$ cat src/rtl/m68k_bus_arbiter_pkg.sv
// Shared definitions for the 68000 bus arbiter: state encodings, output decode
// and synchronizer defaults.
package m68k_bus_arbiter_pkg;

  typedef enum logic [2:0] {
    ST_OWN     = 3'd0,
    ST_DRAIN   = 3'd1,
    ST_GRANT   = 3'd2,
    ST_EXT     = 3'd3,
    ST_RECLAIM = 3'd4
  } arb_state_t;

  // Edge detection compares the previous and current synchronized sample.
  localparam int EDGE_W = 2;
  localparam int DEFAULT_SYNC_STAGES = 2;

  typedef struct packed {
    logic bg_n;
    logic hold;
    logic bus_en;
  } arb_out_t;

  function automatic arb_out_t state_outputs(arb_state_t s);
    arb_out_t o;
    o.bg_n   = 1'b1;
    o.hold   = 1'b1;
    o.bus_en = 1'b0;
    case (s)
      ST_OWN: begin
        o.hold   = 1'b0;
        o.bus_en = 1'b1;
      end
      ST_DRAIN: o.bus_en = 1'b1;
      ST_GRANT: o.bg_n   = 1'b0;
      default:  ;
    endcase
    return o;
  endfunction

endpackage

$ cat src/rtl/m68k_bus_arbiter_sync_edge.sv
// N-stage synchronizer with rise/fall detection on the synchronized value.
// One extra flop past the chain holds the previous sample for the edge compare.
module sync_edge
  import m68k_bus_arbiter_pkg::*;
#(
  parameter int   STAGES    = DEFAULT_SYNC_STAGES,
  parameter logic RESET_VAL = 1'b0
) (
  input  logic clk,
  input  logic rst,
  input  logic d,
  output logic q,
  output logic rise,
  output logic fall
);

  logic [STAGES:0]   chain;
  logic [EDGE_W-1:0] hist;

  always_ff @(posedge clk or posedge rst) begin
    if (rst) chain <= {(STAGES + 1){RESET_VAL}};
    else     chain <= {chain[STAGES-1:0], d};
  end

  // {previous, current}
  assign hist = chain[STAGES -: EDGE_W];
  assign q    = chain[STAGES-1];
  assign rise = (hist == 2'b01);
  assign fall = (hist == 2'b10);

endmodule

$ cat src/rtl/m68k_bus_arbiter.sv
// Bus arbitration front end: decides when the PiStorm owns the 68000 bus and
// when it is handed to an external master. Transitions only on M68K_CLK falls.
module m68k_bus_arbiter
  import m68k_bus_arbiter_pkg::*;
#(
  parameter int SYNC_STAGES    = DEFAULT_SYNC_STAGES,
  parameter int GRANT_TIMEOUT  = 16,
  parameter int RECLAIM_CYCLES = 1
) (
  input  logic       PI_CLK,
  input  logic       RST,
  input  logic       M68K_CLK,
  input  logic       M68K_BR_n,
  input  logic       M68K_BGACK_n,
  input  logic       SEQ_IDLE,
  output logic       M68K_BG_n,
  output logic       ARB_HOLD,
  output logic       CPU_BUS_EN,
  output logic       ARB_STALL,
  output logic [2:0] ARB_STATE
);

  localparam int GCW = $clog2(GRANT_TIMEOUT + 1);
  localparam int RCW = (RECLAIM_CYCLES > 0) ? $clog2(RECLAIM_CYCLES + 1) : 1;

  logic c7m_fall, c7m_q_unused, c7m_rise_unused;
  logic br_n_s, br_rise_unused, br_fall_unused;
  logic bgack_n_s, bgack_rise_unused, bgack_fall_unused;
  logic br, bgack;

  sync_edge #(.STAGES(SYNC_STAGES), .RESET_VAL(1'b0)) u_sync_clk (
    .clk(PI_CLK), .rst(RST), .d(M68K_CLK),
    .q(c7m_q_unused), .rise(c7m_rise_unused), .fall(c7m_fall)
  );

  sync_edge #(.STAGES(SYNC_STAGES), .RESET_VAL(1'b1)) u_sync_br (
    .clk(PI_CLK), .rst(RST), .d(M68K_BR_n),
    .q(br_n_s), .rise(br_rise_unused), .fall(br_fall_unused)
  );

  sync_edge #(.STAGES(SYNC_STAGES), .RESET_VAL(1'b1)) u_sync_bgack (
    .clk(PI_CLK), .rst(RST), .d(M68K_BGACK_n),
    .q(bgack_n_s), .rise(bgack_rise_unused), .fall(bgack_fall_unused)
  );

  assign br    = ~br_n_s;
  assign bgack = ~bgack_n_s;

  arb_state_t     state, state_nxt;
  logic [GCW-1:0] grant_cnt, gcnt_nxt;
  logic [RCW-1:0] rc_cnt, rc_nxt;
  logic           stall, stall_nxt;
  logic           idle_prev;
  arb_out_t       out_q;

  always_ff @(posedge PI_CLK or posedge RST) begin
    if (RST) begin
      state     <= ST_OWN;
      grant_cnt <= '0;
      rc_cnt    <= '0;
      stall     <= 1'b0;
      idle_prev <= 1'b0;
      out_q     <= state_outputs(ST_OWN);
    end else begin
      state     <= state_nxt;
      grant_cnt <= gcnt_nxt;
      rc_cnt    <= rc_nxt;
      stall     <= stall_nxt;
      out_q     <= state_outputs(state_nxt);
      if (c7m_fall) idle_prev <= SEQ_IDLE;
    end
  end

  always_comb begin
    state_nxt = state;
    gcnt_nxt  = grant_cnt;
    rc_nxt    = rc_cnt;
    stall_nxt = stall;
    if (c7m_fall) begin
      case (state)
        ST_OWN: begin
          if (bgack)   state_nxt = ST_EXT;
          else if (br) state_nxt = ST_DRAIN;
        end
        ST_DRAIN: begin
          if (bgack)    state_nxt = ST_EXT;
          else if (!br) state_nxt = ST_OWN;
          else if (SEQ_IDLE && idle_prev) begin
            state_nxt = ST_GRANT;
            gcnt_nxt  = '0;
          end
        end
        ST_GRANT: begin
          // bgack wins over a simultaneous withdrawal
          if (bgack)    state_nxt = ST_EXT;
          else if (!br) state_nxt = ST_OWN;
          else if (grant_cnt != GCW'(GRANT_TIMEOUT)) begin
            gcnt_nxt = grant_cnt + GCW'(1);
            if (grant_cnt == GCW'(GRANT_TIMEOUT - 1)) stall_nxt = 1'b1;
          end
        end
        ST_EXT: begin
          if (!bgack) begin
            state_nxt = ST_RECLAIM;
            rc_nxt    = RCW'(RECLAIM_CYCLES);
          end
        end
        ST_RECLAIM: begin
          if (rc_cnt <= RCW'(1)) state_nxt = br ? ST_DRAIN : ST_OWN;
          else                   rc_nxt = rc_cnt - RCW'(1);
        end
        default: state_nxt = ST_OWN;
      endcase
      if (state_nxt == ST_OWN && state != ST_OWN) stall_nxt = 1'b0;
    end
  end

  assign M68K_BG_n  = out_q.bg_n;
  assign ARB_HOLD   = out_q.hold;
  assign CPU_BUS_EN = out_q.bus_en;
  assign ARB_STALL  = stall;
  assign ARB_STATE  = state;

endmodule
$ cat config.mk
export PLATFORM = sky130hd
export DESIGN_NAME = m68k_bus_arbiter
export DESIGN_NICKNAME = d
export VERILOG_FILES = /design/src/rtl/m68k_bus_arbiter_pkg.sv /design/src/rtl/m68k_bus_arbiter_sync_edge.sv /design/src/rtl/m68k_bus_arbiter.sv
export SDC_FILE = /design/constraint.sdc
export NUM_CORES = 1
export LEC_CHECK = 0
export BUFFER_PORTS_ARGS = -buffer_cell sky130_fd_sc_hd__buf_4
export CORE_UTILIZATION = 35
export CTS_CLUSTER_SIZE = 10
export DETAILED_ROUTE_END_ITERATION = 10
export SLEW_MARGIN = 10
export SYNTH_ARGS = -nofsm -noshare
export SYNTH_HDL_FRONTEND = slang
export SYNTH_SLANG_ARGS = --single-unit
$ cat constraint.sdc
create_clock -name PI_CLK -period 1.7 [get_ports PI_CLK]
set_clock_uncertainty 0.2 [all_clocks]
set_input_delay 0.255 -clock PI_CLK [delete_from_list [all_inputs] [get_ports PI_CLK]]
set_output_delay 0.255 -clock PI_CLK [all_outputs]
set_load 0.1 [all_outputs]
==> reports/results.ini, run 1 <==
[die]
core_mm2=0.00232
start_util_pct=38.7
die_area_mm2=0.00277
die_x_um=52.7
io_pins=13
row_count=17
die_y_um=52.7

[worst_setup_path]
crit_path_max_fanout=4
path_buf_inv=1
cp-end-kind=register
crit_slowest_cell=dfrtp_1
reg2reg_slack_ns=-0.004
crit_chain=inv_2 > ha_4 > and4bb_4 > nor4b_4 > a41oi_1 > a31oi_1
cp_top_family=simple AND/OR/NAND/NOR gates
critPathArrivalTime_ns=1.72
start_kind=register
worstPathRequired_ns=1.72
slowest_delay_ns=0.38
crit_type=reg2reg

[pwr]
p_clk_share_pct=14.9
finalPower_mw=1.78
netSwitchingFraction_pct=42.8
ir_worst_vdd_mv=0.745
p_per_area_mw_per_mm2=1500
switchingPower_uw=762
intPower_mw=1.02
power_frac_seq_pct=40.5
power_leakage_nw=0.500
combinationalPowerShare_pct=44.6

[sta]
finalHoldViolCount=0
period_minus_slack_ns=1.70
fmax_mhz=587
worstMarginPinSlew_ns=0.322
min_period_over_period_pct=100
grt_setup_unrepaired=yes
maxSlewHeadroom_pct=78.6
final_max_slew_viol_count=0
setup_ws_ns=-0.00429
finalSetupViolations=1
hold_ws_ns=0.162

[synth]
synth-edff-count=0
ys_ff_latch=20
synth-seq-area-share_pct=56.5
yosysMostFrequentCell=dfrtp_1
netlist_area_um2=898
yosys-top-cells-count=14 x dfrtp_1, 8 x nand2_1, 6 x dfstp_2, 6 x nand2b_1
synthArstFlopShare_pct=100
synth_top_area_share_pct=39.0
syn_area_per_cell_um2=11.2
yosys_warnings=0
syn_inst=80
synth.top_cells.by_area=dfrtp_1 39%, dfstp_2 18%, ha_1 4.2%, nand2b_1 4.2%, nand2_1 3.3%
ys_types=31
synth_ff_type=dfrtp_1
synth_nets=89
synth.largest_area_cell=dfrtp_1

[cts]
cts_tree=done
htree_levels=1
cts-root-buf=clkbuf_4
cts_buffers=3
clkSlewWorstSetupHoldPaths_ns=0.11
cts_num_sinks=20
cts_buffer_depth=2
insertion_delay_ns=0.29

[placed_design]
port-buffer-count=12
dp_hpwl_mm=1.17
preCtsSetupSlack_ns=-0.0366
globalplace.congestion=0.813
placement.cell_area_mm2=0.00108

[cells_and_area]
drive_above_1_share_pct=39.6
finalNetCount=116
syn2layout_area_growth_pct=32.5
fin_area_mm2=0.00119
fin_util_pct=51.3
diodes=0

[route]
ant_nets=0
drc=0
vias=667
drt-initial-drc-count=3
routedWlPerCell_um=12.3
viasPerCell=4.98
wl_mm=1.65
dr.pass1.iters=4

[run]
maxCapViolations=0

[global_routing]
grt_pass1_vias=612
antenna_found_initial=0
grt_overflow=0
grt_usage_pct=14.0
grt_max_degree=21
grt_pass1_wl_mm=2.73

[outcome]
status=complete, but fails checks
violations=setup timing

[min_path]
hold_path.class=reg2reg

[stage by stage]
stage	TNS, ns	std cells
5_1_grt	-0.417	134
6_report	-0.00429	134
4_1_cts	0	133
2_1_floorplan	-0.0941	80
3_3_place_gp	0	124
3_5_place_dp	-0.101	124
[power by group through the flow]
stage	sequential, mW	combinational, mW	clock, mW
3_3_place_gp	0.724	0.725	0
2_1_floorplan	0.987	0.303	0
6_report	0.721	0.794	0.265
3_5_place_dp	0.727	0.730	0
4_1_cts	0.720	0.751	0.278
5_1_grt	0.744	0.847	0.301
[final cells by class]
class                   instances  area, um^2
repair buffers                 24         193
fillers                       214        1130
multi-input cells              54         392
clock buffers                   4        36.3
well taps                      28        35.0
flip-flops and latches         20         519
inverters                       4        15.0
[metal layers]
metal | vias up | routed length (um) | global-route usage [%]
met5 | - | 0 | 0
met3 | 2 | 55 | 5.22
met4 | 0 | 8 | 3.95
met2 | 8 | 839 | 21.1
met1 | 321 | 751 | 18.7
li1 | 336 | - | -
[registers in the layout, summed over array words and instances (netlist names)]
signal	flops
CPU_BUS_EN	1
ARB_STATE	3
ARB_STALL	1
u_sync_br.chain	2
u_sync_clk.chain	3
idle_prev	1
M68K_BG_n	1
grant_cnt	5
ARB_HOLD	1
u_sync_bgack.chain	2
[cells in the final DEF (no fill, tap or decap), drive strengths merged, types with 2 or more instances in the layout]
master and n:
nand2 8, nor2 4, nand3b 2, or2 2, a21oi 3, buf 19, clkbuf 4, nor2b 2
inv 4, a41oi 2, o21ai 5, ha 3, dlygate4sd3 5, nand2b 6, dfrtp 14, dfstp 6
nor3 2, a31oi 3
[what timing repair did]
item	4_1_cts	5_1_grt
setup endpoints to repair	5	5
hold buffers	5	0
hold endpoints to repair	18	0
pin swaps	4	3
resized for setup	5	5
cloned	0	0
setup buffers	0	1
[final timing paths]
path | startpoint | end | cells after the start
max | grant_cnt[0]$_DFFE_PP0P_ | grant_cnt[3]$_DFFE_PP0P_ | 6
min | u_sync_br.chain[0]$_DFF_PP1_ | u_sync_br.chain[1]$_DFF_PP1_ | 0
max reg2reg | grant_cnt[0]$_DFFE_PP0P_ | grant_cnt[3]$_DFFE_PP0P_ | 6
min reg2reg | u_sync_br.chain[0]$_DFF_PP1_ | u_sync_br.chain[1]$_DFF_PP1_ | 0
max in group asynchronous | RST | M68K_BG_n$_DFF_PP1_ | 4
min in group asynchronous | RST | ARB_STATE[1]$_DFF_PP0_ | 4
[cells by family after synthesis]
logic type	synth area share, %
muxes	1.11
AOI/OAI and AO/OA	12.3
adders and majority gates	4.18
and+or+nand+nor	23.3
buffers and inverters	2.64
DFF	56.5
No activity file was read; power rests on OpenSTA's default activity.
==> run 2: changes to the inputs <==
==> constraint.sdc (replaced) <==
create_clock -name PI_CLK -period 2.07 [get_ports PI_CLK]
set_clock_uncertainty 0.2 [all_clocks]
set_input_delay 0.3105 -clock PI_CLK [delete_from_list [all_inputs] [get_ports PI_CLK]]
set_output_delay 0.3105 -clock PI_CLK [all_outputs]
set_load 0.1 [all_outputs]
==> run 2 against run 1 <==
  * Combinational power down 29%
  * Fmax down 8.4%
  * Non-clock buffer count down 5
  * Critical endpoint is now grant_cnt[0]$_DFFE_PP0P_
  * Largest cell class unchanged
  * First-iteration DRC count rose to 5.3 times the previous value
  * The flow now finishes without violations
==> reports/results.ini, run 2 (synthesized netlist as in run 1, its figures left out) <==
[outcome]
status=completed

[cells_and_area]
fin_area_mm2=0.00112
drive_above_1_share_pct=29.7
top_register=grant_cnt
finalNetCount=111
largest_reg_flops=5
final_cell_mix=14 x buf_4, 12 x dfrtp_1, 8 x nand2_1, 6 x dfstp_2, 6 x nand2b_1
fin_util_pct=48.2
layoutNonFillerInstCount=129
layout_commonest_cell=buf_4
diodes=0
syn2layout_area_growth_pct=24.5

[global_routing]
grt_usage_pct=14.7
grt_max_degree=13
grt_overflow=0
antenna_found_initial=0
grt_pass1_wl_mm=2.81
grt_pass1_vias=626

[worst_setup_path]
critPathCapture=grant_cnt[0]$_DFFE_PP0P_
worstPathRequired_ns=2.08
r2r_end=grant_cnt[0]$_DFFE_PP0P_
crit_slowest_cell=dfrtp_1
crit_type=reg2reg
reg2regPathDepth=7
crit_path_start=grant_cnt[0]$_DFFE_PP0P_
reg2reg_slack_ns=0.21
slowest_delay_ns=0.40
critPathArrivalTime_ns=1.87
crit_path_max_fanout=4
crit_chain=inv_1 > ha_1 > and4bb_4 > nor4b_4 > buf_4 > nand2_1 > o21ai_0
cp-end-kind=register
r2r_start=grant_cnt[0]$_DFFE_PP0P_
start_kind=register

[cts]
cts_num_sinks=20
cts.repair.resized=0
insertion_delay_ns=0.30
htree_levels=1
cts_buffers=3
cts_buffer_depth=2
cts-root-buf=clkbuf_4
clkSlewWorstSetupHoldPaths_ns=0.11
cts_tree=done

[placed_design]
dp_hpwl_mm=1.20
placement.cell_area_mm2=0.00102
placed_cells=119
port-buffer-count=12
globalplace.congestion=0.782

[die]
row_count=17
core_mm2=0.00232
die_x_um=52.7
die_area_mm2=0.00277
die_y_um=52.7
io_pins=13
start_util_pct=38.7

[sta]
min_period_over_period_pct=89.9
grt_setup_unrepaired=no
worstMarginPinSlew_ns=0.359
hold_ws_ns=0.162
period_minus_slack_ns=1.86
maxSlewHeadroom_pct=76.0
fmax_mhz=537
finalHoldViolCount=0
finalSetupViolations=0
final_max_slew_viol_count=0

[min_path]
hold_path.class=reg2reg
worstHoldStart=u_sync_bgack.chain[0]$_DFF_PP1_

[route]
drt-initial-drc-count=16
dr.pass1.iters=5
ant_nets=0
wl_met1_um=779
wl_met2_um=794
drc=0
wl_mm=1.68
viasPerCell=5.12
routedWlPerCell_um=13.0
highest_layer=met4
dr_wl_met3_um=92
vias=661

[pwr]
ir_worst_vdd_mv=0.674
p_per_area_mw_per_mm2=1240
finalPower_mw=1.39
power_leakage_nw=0.479

[run]
maxCapViolations=0

## run 2: cell count changes in the layout (fill, tap and decap cells not counted), moves of 2 or more
| cell | change |
|---|---|
| dfrtp_4 | -3 |
| buf_4 | -5 |
| dfrtp_2 | +2 |
| ha_1 | +2 |
| o21ai_0 | +3 |
| o21ai_1 | -3 |
| inv_1 | +2 |
| inv_2 | -2 |
## run 2: cell type report
cell class / instances / area (um^2)
inverter: 4 / 15.0
tap: 28 / 35.0
sequential: 20 / 510
clock buffer: 4 / 36.3
multi-input combinational: 54 / 367
fill: 219 / 1200
timing repair buffer: 19 / 155
## run 2: worst min path at each step
stage,end,cells after the start
global placement,ARB_HOLD$_DFF_PP0_,2
global route,u_sync_bgack.chain[1]$_DFF_PP1_,0
floorplan,ARB_HOLD$_DFF_PP0_,1
detailed placement,ARB_STATE[0]$_DFF_PP0_,2
CTS,u_sync_bgack.chain[1]$_DFF_PP1_,0
finish,u_sync_bgack.chain[1]$_DFF_PP1_,0
## run 2: power breakdown
| part | switching, mW | leakage (nW) | total, mW | internal [mW] |
|---|---|---|---|---|
| sequential | 0.101 | 0.222 | 0.591 | 0.490 |
| combinational | 0.387 | 0.237 | 0.566 | 0.179 |
| clock | 0.123 | 0.0210 | 0.230 | 0.107 |
| total | 0.610 | 0.479 | 1.39 | 0.776 |
## run 2: critical path: cells and delay by family (launching register included)
| kind | cells | cell delay (ns) |
|---|---|---|
| fa+ha+maj | 1 | 0.20 |
| flops | 1 | 0.40 |
| simple gates | 3 | 0.61 |
| buf+inv | 2 | 0.28 |
| compound gates | 1 | 0.09 |
## run 2: repair_timing
action	in CTS	in global routing
buffers inserted	0	1
hold buffers	5	0
endpoints found under the hold margin	9	0
setup endpoints to repair	0	1
## run 2: per-layer routing
metal / vias to the layer above / GRT usage [%]
met1: 309 / 18.6
met2: 24 / 22.8
met5: - / 0
met4: 0 / 7.89
met3: 2 / 3.48
li1: 326 / -
## run 2: per-stage QoR
stage / worst slack, ns / setup TNS [ns]
final: 0.209 / 0
after global routing: 0.0844 / 0
after CTS: 0.169 / 0
after detailed placement: 0.195 / 0
after global placement: 0.272 / 0
after floorplan: -0.0280 / -0.0280
